--- src/rtl/agc_ctl_pkg.sv ---
// Shared constants for the AGC control-section rupt/SQ logic.
// Holds the default rupt vector layout, the SQ field position on the write bus and the index-width helper.
package agc_ctl_pkg;

   localparam logic [11:0] RPT_BASE_DEF   = 12'o4000;
   localparam int          RPT_STRIDE_DEF = 4;

   // SQ is always taken from the top bits of the write bus, downward from this bit.
   localparam int SQ_MSB = 15;
   localparam int WL_W   = 16;

   function automatic int rpt_idx_w(input int n);
      return (n <= 1) ? 1 : $clog2(n);
   endfunction

endpackage

--- src/rtl/agc_prio_enc.sv ---
// Lowest-index-first priority encoder used for rupt arbitration.
// Purely combinational; idx is only meaningful while valid is high.
module agc_prio_enc
   import agc_ctl_pkg::*;
#(
   parameter int N  = 10,
   parameter int IW = rpt_idx_w(N)
) (
   input  logic [N-1:0]  req,
   output logic          valid,
   output logic [IW-1:0] idx
);

   // Scan from the top down so the lowest set bit is the last one written.
   always_comb begin
      valid = |req;
      idx   = '0;
      for (int i = N - 1; i >= 0; i--) begin
         if (req[i]) begin
            idx = IW'(i);
         end
      end
   end

endmodule

--- src/rtl/agc_rupt_seq.sv ---
// Interrupt-priority and sequence-register block: latches rupt requests, arbitrates at nisq and loads SQ otherwise.
// Optional per-channel mask register is enabled by defining AGC_RUPT_MASK_EN.
module agc_rupt_seq
   import agc_ctl_pkg::*;
#(
   parameter int          NRUPT      = 10,
   parameter int          SQW        = 6,
   parameter logic [11:0] RPT_BASE   = RPT_BASE_DEF,
   parameter int          RPT_STRIDE = RPT_STRIDE_DEF
) (
   input  logic                          clk,
   input  logic                          rst,
   input  logic                          gojam,
   input  logic                          nisq,
   input  logic [15:0]                   wl,
   input  logic [NRUPT-1:0]              rupt_req,
   input  logic                          inhpls,
   input  logic                          relpls,
   input  logic                          ovnhrp,
   input  logic                          extpls,
   input  logic                          resume,
   input  logic                          mask_we,
   input  logic [NRUPT-1:0]              mask_d,
   output logic [SQW-1:0]                sq,
   output logic                          sqext,
   output logic                          futext,
   output logic                          inhint,
   output logic                          iip,
   output logic [NRUPT-1:0]              rpt_pend,
   output logic                          rpt_take,
   output logic [rpt_idx_w(NRUPT)-1:0]   rpt_idx,
   output logic [11:0]                   rpt_addr
);

   localparam int IW = rpt_idx_w(NRUPT);

   logic [NRUPT-1:0] mask;
   logic [NRUPT-1:0] eligible;
   logic             enc_valid;
   logic [IW-1:0]    enc_idx;
   logic             take;
   logic [NRUPT-1:0] take_clr;

`ifdef AGC_RUPT_MASK_EN
   // The mask survives gojam; only a hard reset re-enables every channel.
   always_ff @(posedge clk) begin
      if (rst) begin
         mask <= '1;
      end else if (mask_we) begin
         mask <= mask_d;
      end
   end
`else
   logic unused_mask_inputs;
   assign unused_mask_inputs = ^{mask_we, mask_d};
   assign mask = '1;
`endif

   assign eligible = rpt_pend & mask;

   agc_prio_enc #(
      .N  (NRUPT),
      .IW (IW)
   ) u_prio_enc (
      .req   (eligible),
      .valid (enc_valid),
      .idx   (enc_idx)
   );

   always_comb begin
      take     = nisq & enc_valid & ~inhint & ~iip & ~futext & ~ovnhrp;
      take_clr = '0;
      if (take) begin
         take_clr = NRUPT'(1) << enc_idx;
      end
   end

   // New requests are OR'd in after the taken bit is cleared, so a same-cycle request keeps the channel pending.
   always_ff @(posedge clk) begin
      if (rst) begin
         sq       <= '0;
         sqext    <= 1'b0;
         futext   <= 1'b0;
         inhint   <= 1'b0;
         iip      <= 1'b0;
         rpt_pend <= '0;
         rpt_take <= 1'b0;
         rpt_idx  <= '0;
         rpt_addr <= RPT_BASE;
      end else if (gojam) begin
         sqext    <= 1'b0;
         futext   <= 1'b0;
         inhint   <= 1'b0;
         iip      <= 1'b0;
         rpt_pend <= '0;
         rpt_take <= 1'b0;
      end else begin
         rpt_pend <= (rpt_pend & ~take_clr) | rupt_req;
         rpt_take <= take;

         if (take) begin
            rpt_idx  <= enc_idx;
            rpt_addr <= RPT_BASE + 12'(RPT_STRIDE) * 12'(enc_idx);
            iip      <= 1'b1;
         end else if (resume) begin
            iip <= 1'b0;
         end

         if (nisq && !take) begin
            sq    <= wl[SQ_MSB -: SQW];
            sqext <= futext;
         end

         // extpls wins over the nisq clear so an EXTEND right at nisq applies to the following instruction.
         if (extpls) begin
            futext <= 1'b1;
         end else if (nisq && !take) begin
            futext <= 1'b0;
         end

         if (inhpls) begin
            inhint <= 1'b1;
         end else if (relpls) begin
            inhint <= 1'b0;
         end
      end
   end

endmodule

--- config.mk ---
export PLATFORM = sky130hd
export DESIGN_NAME = agc_rupt_seq
export DESIGN_NICKNAME = d
export VERILOG_FILES = /design/src/rtl/agc_ctl_pkg.sv /design/src/rtl/agc_prio_enc.sv /design/src/rtl/agc_rupt_seq.sv
export SDC_FILE = /design/constraint.sdc
export NUM_CORES = 1
export LEC_CHECK = 0
export BUFFER_PORTS_ARGS = -buffer_cell sky130_fd_sc_hd__buf_2
export CAP_MARGIN = 20
export CORE_MARGIN = 10
export CORE_UTILIZATION = 30
export CTS_BUF_LIST = sky130_fd_sc_hd__clkbuf_4 sky130_fd_sc_hd__clkbuf_8
export CTS_CLUSTER_DIAMETER = 80
export DETAILED_ROUTE_END_ITERATION = 10
export PLACE_DENSITY = 0.72
export SYNTH_ARGS = -nofsm -noshare
export SYNTH_HDL_FRONTEND = slang
export SYNTH_SLANG_ARGS = --single-unit
--- constraint.sdc ---
create_clock -name clk -period 3.2 [get_ports clk]
set_input_delay 0.8 -clock clk [delete_from_list [all_inputs] [get_ports clk]]
set_output_delay 0.8 -clock clk [all_outputs]
set_load 0.01 [all_outputs]
; Yosys cells after proc, flatten, opt, wreduce, memory -nomap -nowiden
; Cells that the tools add are included.
[word_totals]
register_bits = 37
wordCells = 50
output_inout_bits = 37
input_bits = 46
[op_classes]
reduce_logical = 9
addsub = 1
shift = 1
muxes = 17
bitwise_logic = 13
[op_table]
columns = operator, count
row1 = two-way mux 4 bit, 10
row2 = "adder 12 x 6 -> 12 bit, first input constant", 1
row3 = AND 10 bit, 1
row4 = two-way mux 10 bit, 1
row5 = inverter 10 bit, 1
row6 = bitwise OR 10 bit, 1
row7 = OR reduction 10 bit, 1
row8 = "<< shifter 1 x 4 -> 10 bit, first input constant", 1
row9 = two-way mux 1 bit, 6
row10 = nonzero test 2 bit, 3
row11 = AND 1 bit, 5
row12 = inverter 1 bit, 5
row13 = AND reduction 2 bit, 2
row14 = OR reduction 2 bit, 1
row15 = logical AND 1 bit, 1
row16 = zero test 1 bit, 1

; Logic depth before layout (Yosys ltp)
[depth]
ltp_word = 15
mapped_depth = 4
depth_no_buf = 4

; Hierarchy
; Synthesis repeated with hierarchy kept, for this count alone.
[unflattened]
cells_unflattened = 149
area_unflattened_um2 = 1297.5
[by_module_without_submodules]
columns = module, seq_area_each_um2, area_per_inst_um2, n_inst, cells_each
row1 = agc_rupt_seq, 500.5, 1196.1, 1, 131
row2 = agc_prio_enc, 0.0, 101.3, 1, 18

; Worst setup path after synthesis
; OpenSTA, ideal clock, no wires.
[synth_path]
path_kind = flip-flop to flip-flop
start = register rpt_pend[5]
end = register sq[0]
setup_ns = 0.072
arrival_time_ns = 1.961
path_buffers = 0
synth_period_minus_slack_ns = 2.033
required_time_ns = 3.128
stages_incl_launch_ff = 5
slack_ns = 1.167
path_cell_list = dfxtp_1 > or4_4 > or3_4 > a211oi_4 > mux2i_1
[synth_via]
elab_chain_cells = 9
[synth_rtl]
columns = item, line_no
row1 = start: declaration, agc_rupt_seq.sv:29  ; output logic [NRUPT-1:0] rpt_pend,
row2 = start signal: assignment, agc_rupt_seq.sv:98  ; rpt_pend <= (rpt_pend & ~take_clr) | rupt_req;
row3 = OR reduction 10 bit, agc_prio_enc.sv:16  ; valid = |req;
row4 = AND 1 bit (5 in series), agc_rupt_seq.sv:71  ; take = nisq & enc_valid & ~inhint & ~iip & ~futext & ~ovnhrp;
row5 = zero test 1 bit, agc_rupt_seq.sv:109  ; if (nisq && !take) begin
row6 = logical AND 1 bit, agc_rupt_seq.sv:109
row7 = AND reduction 2 bit (no line), --
row8 = end signal: assignment, agc_rupt_seq.sv:110  ; sq <= wl[SQ_MSB -: SQW];
row9 = end: declaration, agc_rupt_seq.sv:24  ; output logic [SQW-1:0] sq,
; Every way passes these cells.
; A chain may end at the register's enable or synchronous reset.

; Final worst setup path
[layout_path]
start = register rpt_pend[5]
end = register sq[5]
; Same word-level chain as after synthesis.

==> impl_results.md <==
- Post-synthesis cell area: 0.00126 mm^2
- Number of H-tree levels: 1
- Post-route clock period utilization: 67.8%
- Final number of hold-violating endpoints: 0
- Final worst setup slack: 1.03 ns
- Antenna Diode Count: 0
- Post-Synth Simple-Gate Area: 26.1%
- Sequential share of the synthesized area: 39.7%
- Minimum period implied by the final worst setup slack: 2.17 ns
- Number of placement rows: 23
- Number of synthesized register bits: 25
- I/O pin count: 83
- TritonCTS clock tree: done
- Filler-free cell count of the finished design: 250
- Startpoint Class: flop
- Average via count per standard cell: 4.76
- Root buffer cell: sky130_fd_sc_hd__clkbuf_8
- Gp weighted congestion: 0.824
- CTS hold repair buffers: 0
- Routed wirelength normalized by instance count: 13.9 um
- HPWL after DPL: 2.80 mm
- Final worst clock skew: 0.00351 ns
- Die Span X: 84.8 um
- Critical path origin: rpt_pend[5]
- Origin of the worst min-delay path: sqext
- Final setup vio count: 0
- Layout Nets: 247
- Share of synthesized area spent on multiplexers: 4.76%
- Initial cell density of the core: 31.3%
- Placed Instances: 246
- Worst-Margin Slew: 0.818 ns
- Proportion of layout cells with a drive suffix above 1: 32.0%
- Synthesized area per cell: 8.35 um^2
- Number of global-route vias before repair: 1162
- Area contributors post-synth: sky130_fd_sc_hd__dfxtp_1, sky130_fd_sc_hd__nand2b_1, sky130_fd_sc_hd__buf_4
- Die boundary height: 84.8 um
- Max Fanout on Critical Path: 8
- Instance count of the mapped netlist: 151
- Area enclosed by the die boundary: 0.00720 mm^2
- Critical R2R Launch: rpt_pend[5]
- Final-report max-slew violation count: 0
- Number of maximum-capacitance violations: 0
- Number of nets with antenna violations after routing: 0
- Start-to-end type of the worst setup path: flop to flop
- Number of antenna violations at the first check in global routing: 0
- Remaining routing DRC violations: 0
- Library cells used by synthesis: 32
- First-pass GRT wire length: 5.58 mm
- Cell type with the largest total area after synthesis: sky130_fd_sc_hd__dfxtp_1
- Classification of the worst-slack hold path: flop to flop
- Xor and xnor area share after synthesis: 0%
- Share of the synthesized area in the top cell type: 39.7%
- Largest family of logic cells by synthesized area: simple AND/OR/NAND/NOR gates
- Total congestion overflow after global routing: 0
- Clock tree sinks: 25
- Worst slew margin relative to its limit: 44.1%
- Endpoint type of the worst setup path: flop
- Largest net degree at the start of global routing: 19
- Data required time at the worst endpoint: 3.41 ns
- Power Total: 0.655 mW
- CTS clk-pin slew, worst paths: 0.09 ns
- Leakage power figure: 0.721 nW
- Setup tns final: 0 ns
- Detailed Route WL: 3.46 mm
- Number of warnings reported in the yosys synthesis log: 0
- Max Fclk: 461 MHz
- Area after DPL: 0.00151 mm^2
- Routed via count: 1191
- Power per Cell Area: 419 mW/mm^2
- Area added between synthesis and finish: 23.9%
- Worst-case hold slack: 0.453 ns
- Post-route core utilization: 38.8%
- Worst-case vdd ir drop: 221 uV
- Outcome: completed
- Clock latency on the worst-skew pair: 0.27 ns
- Fraction of the mapped netlist area in adder cells: 0%
- First-iteration detailed-routing DRC count: 42
- Pre-CTS worst setup slack: 0.947 ns
- WP data arrival: 2.38 ns
- Maximum buffer depth of the clock tree: 2
- Clock buffers created by TritonCTS: 3
- Final standard cell area without fillers: 0.00156 mm^2
- Count of buffers inserted at the top-level ports: 53
- Total GRT Usage: 9.04%
- Share of the synthesized area in compound gates (AO/OA/AOI/OAI): 19.0%
- Number of gates resized after CTS: 0
- Core Area: 0.00403 mm^2
- Post-CTS Repair Setup Buffers: 0
- First-pass detailed-route iteration total: 4
- RSZ-0062 raised after global routing: no
-- worst paths after layout --
check,slack (ns),endpoint,cells past startpoint
max,1.03,sq[5],4
min,0.45,sqext,2
max reg2reg,1.03,sq[5],4
min reg2reg,0.45,sqext,2
-- where the power goes --
group	internal [mW]	total [mW]	switching [mW]	leakage, nW
logic	0.0528	0.120	0.0672	0.495
clock network	0.0884	0.197	0.108	0.0217
registers	0.324	0.338	0.0143	0.204
total	0.465	0.655	0.190	0.721
-- worst max-delay path: stages (launching register included) --
cell and delay, ns:
sky130_fd_sc_hd__dfxtp_1 0.39, sky130_fd_sc_hd__or4_4 0.57, sky130_fd_sc_hd__or3_4 0.43, sky130_fd_sc_hd__a211oi_4 0.47
sky130_fd_sc_hd__mux2i_1 0.24
-- cells by family after synthesis --
group | after synthesis
DFF | 25
and+or+nand+nor | 58
other | 2
buffers and inverters | 21
AOI/OAI and AO/OA | 39
muxes | 6
-- cell usage after synthesis --
cell / instances
sky130_fd_sc_hd__nor2_1: 12
sky130_fd_sc_hd__nor4_1: 3
sky130_fd_sc_hd__or2_2: 2
sky130_fd_sc_hd__or3_4: 1
sky130_fd_sc_hd__o31a_1: 1
sky130_fd_sc_hd__or4b_1: 1
sky130_fd_sc_hd__inv_1: 7
sky130_fd_sc_hd__o41ai_1: 1
sky130_fd_sc_hd__a211oi_4: 1
sky130_fd_sc_hd__nor2b_1: 3
sky130_fd_sc_hd__nand4_1: 1
sky130_fd_sc_hd__conb_1: 2
sky130_fd_sc_hd__o21ai_0: 12
sky130_fd_sc_hd__nand2b_1: 15
sky130_fd_sc_hd__mux2i_1: 6
sky130_fd_sc_hd__or3_1: 2
sky130_fd_sc_hd__a21o_1: 1
sky130_fd_sc_hd__clkbuf_1: 2
sky130_fd_sc_hd__nand2_1: 5
sky130_fd_sc_hd__dfxtp_1: 25
sky130_fd_sc_hd__a221oi_1: 1
sky130_fd_sc_hd__nand3b_1: 1
sky130_fd_sc_hd__nand3_1: 3
sky130_fd_sc_hd__o31ai_1: 3
sky130_fd_sc_hd__or4_4: 2
sky130_fd_sc_hd__buf_4: 12
sky130_fd_sc_hd__o21ai_1: 1
sky130_fd_sc_hd__a21oi_1: 16
sky130_fd_sc_hd__a2111oi_0: 1
sky130_fd_sc_hd__and2_1: 1
sky130_fd_sc_hd__o21ba_2: 1
sky130_fd_sc_hd__nor3_1: 6
-- final cells by class --
type	instances	area, um^2
Timing Repair Buffer	53	265
Clock buffer	3	41.3
Clock inverter	1	7.51
Fill cell	434	2470
Multi-Input combinational cell	111	659
Tap cell	50	62.6
Inverter	7	26.3
Sequential cell	25	500
-- routing by layer --
metal | GRT usage, % | up-vias | routed length [um]
li1 | - | 609 | -
met1 | 11.0 | 541 | 1580
met2 | 14.3 | 37 | 1600
met3 | 3.73 | 4 | 248
met4 | 2.54 | 0 | 36
met5 | 0 | - | 0
-- registers in the layout, summed over array words and instances, names as in the netlist --
signal,count
iip,1
inhint,1
futext,1
sqext,1
rpt_pend,10
rpt_idx,4
rpt_take,1
sq,6
-- layout by cell type (no fill, tap or decap), drive strengths merged --
master     n
or3        3
mux2i      6
nor2      12
nand2b    15
and2       1
or2        2
nor3       6
nand3      3
o31ai      3
dfxtp     25
clkinvlp   1
clkbuf     3
a21oi     16
a2111oi    1
o21ba      1
nand4      1
a21o       1
o21ai     13
inv        7
buf       53
a221oi     1
nor2b      3
nor4       3
conb       8
o41ai      1
or4b       1
nand2      5
or4        2
a211oi     1
nand3b     1
o31a       1
Power figures use the tool's default switching activity.
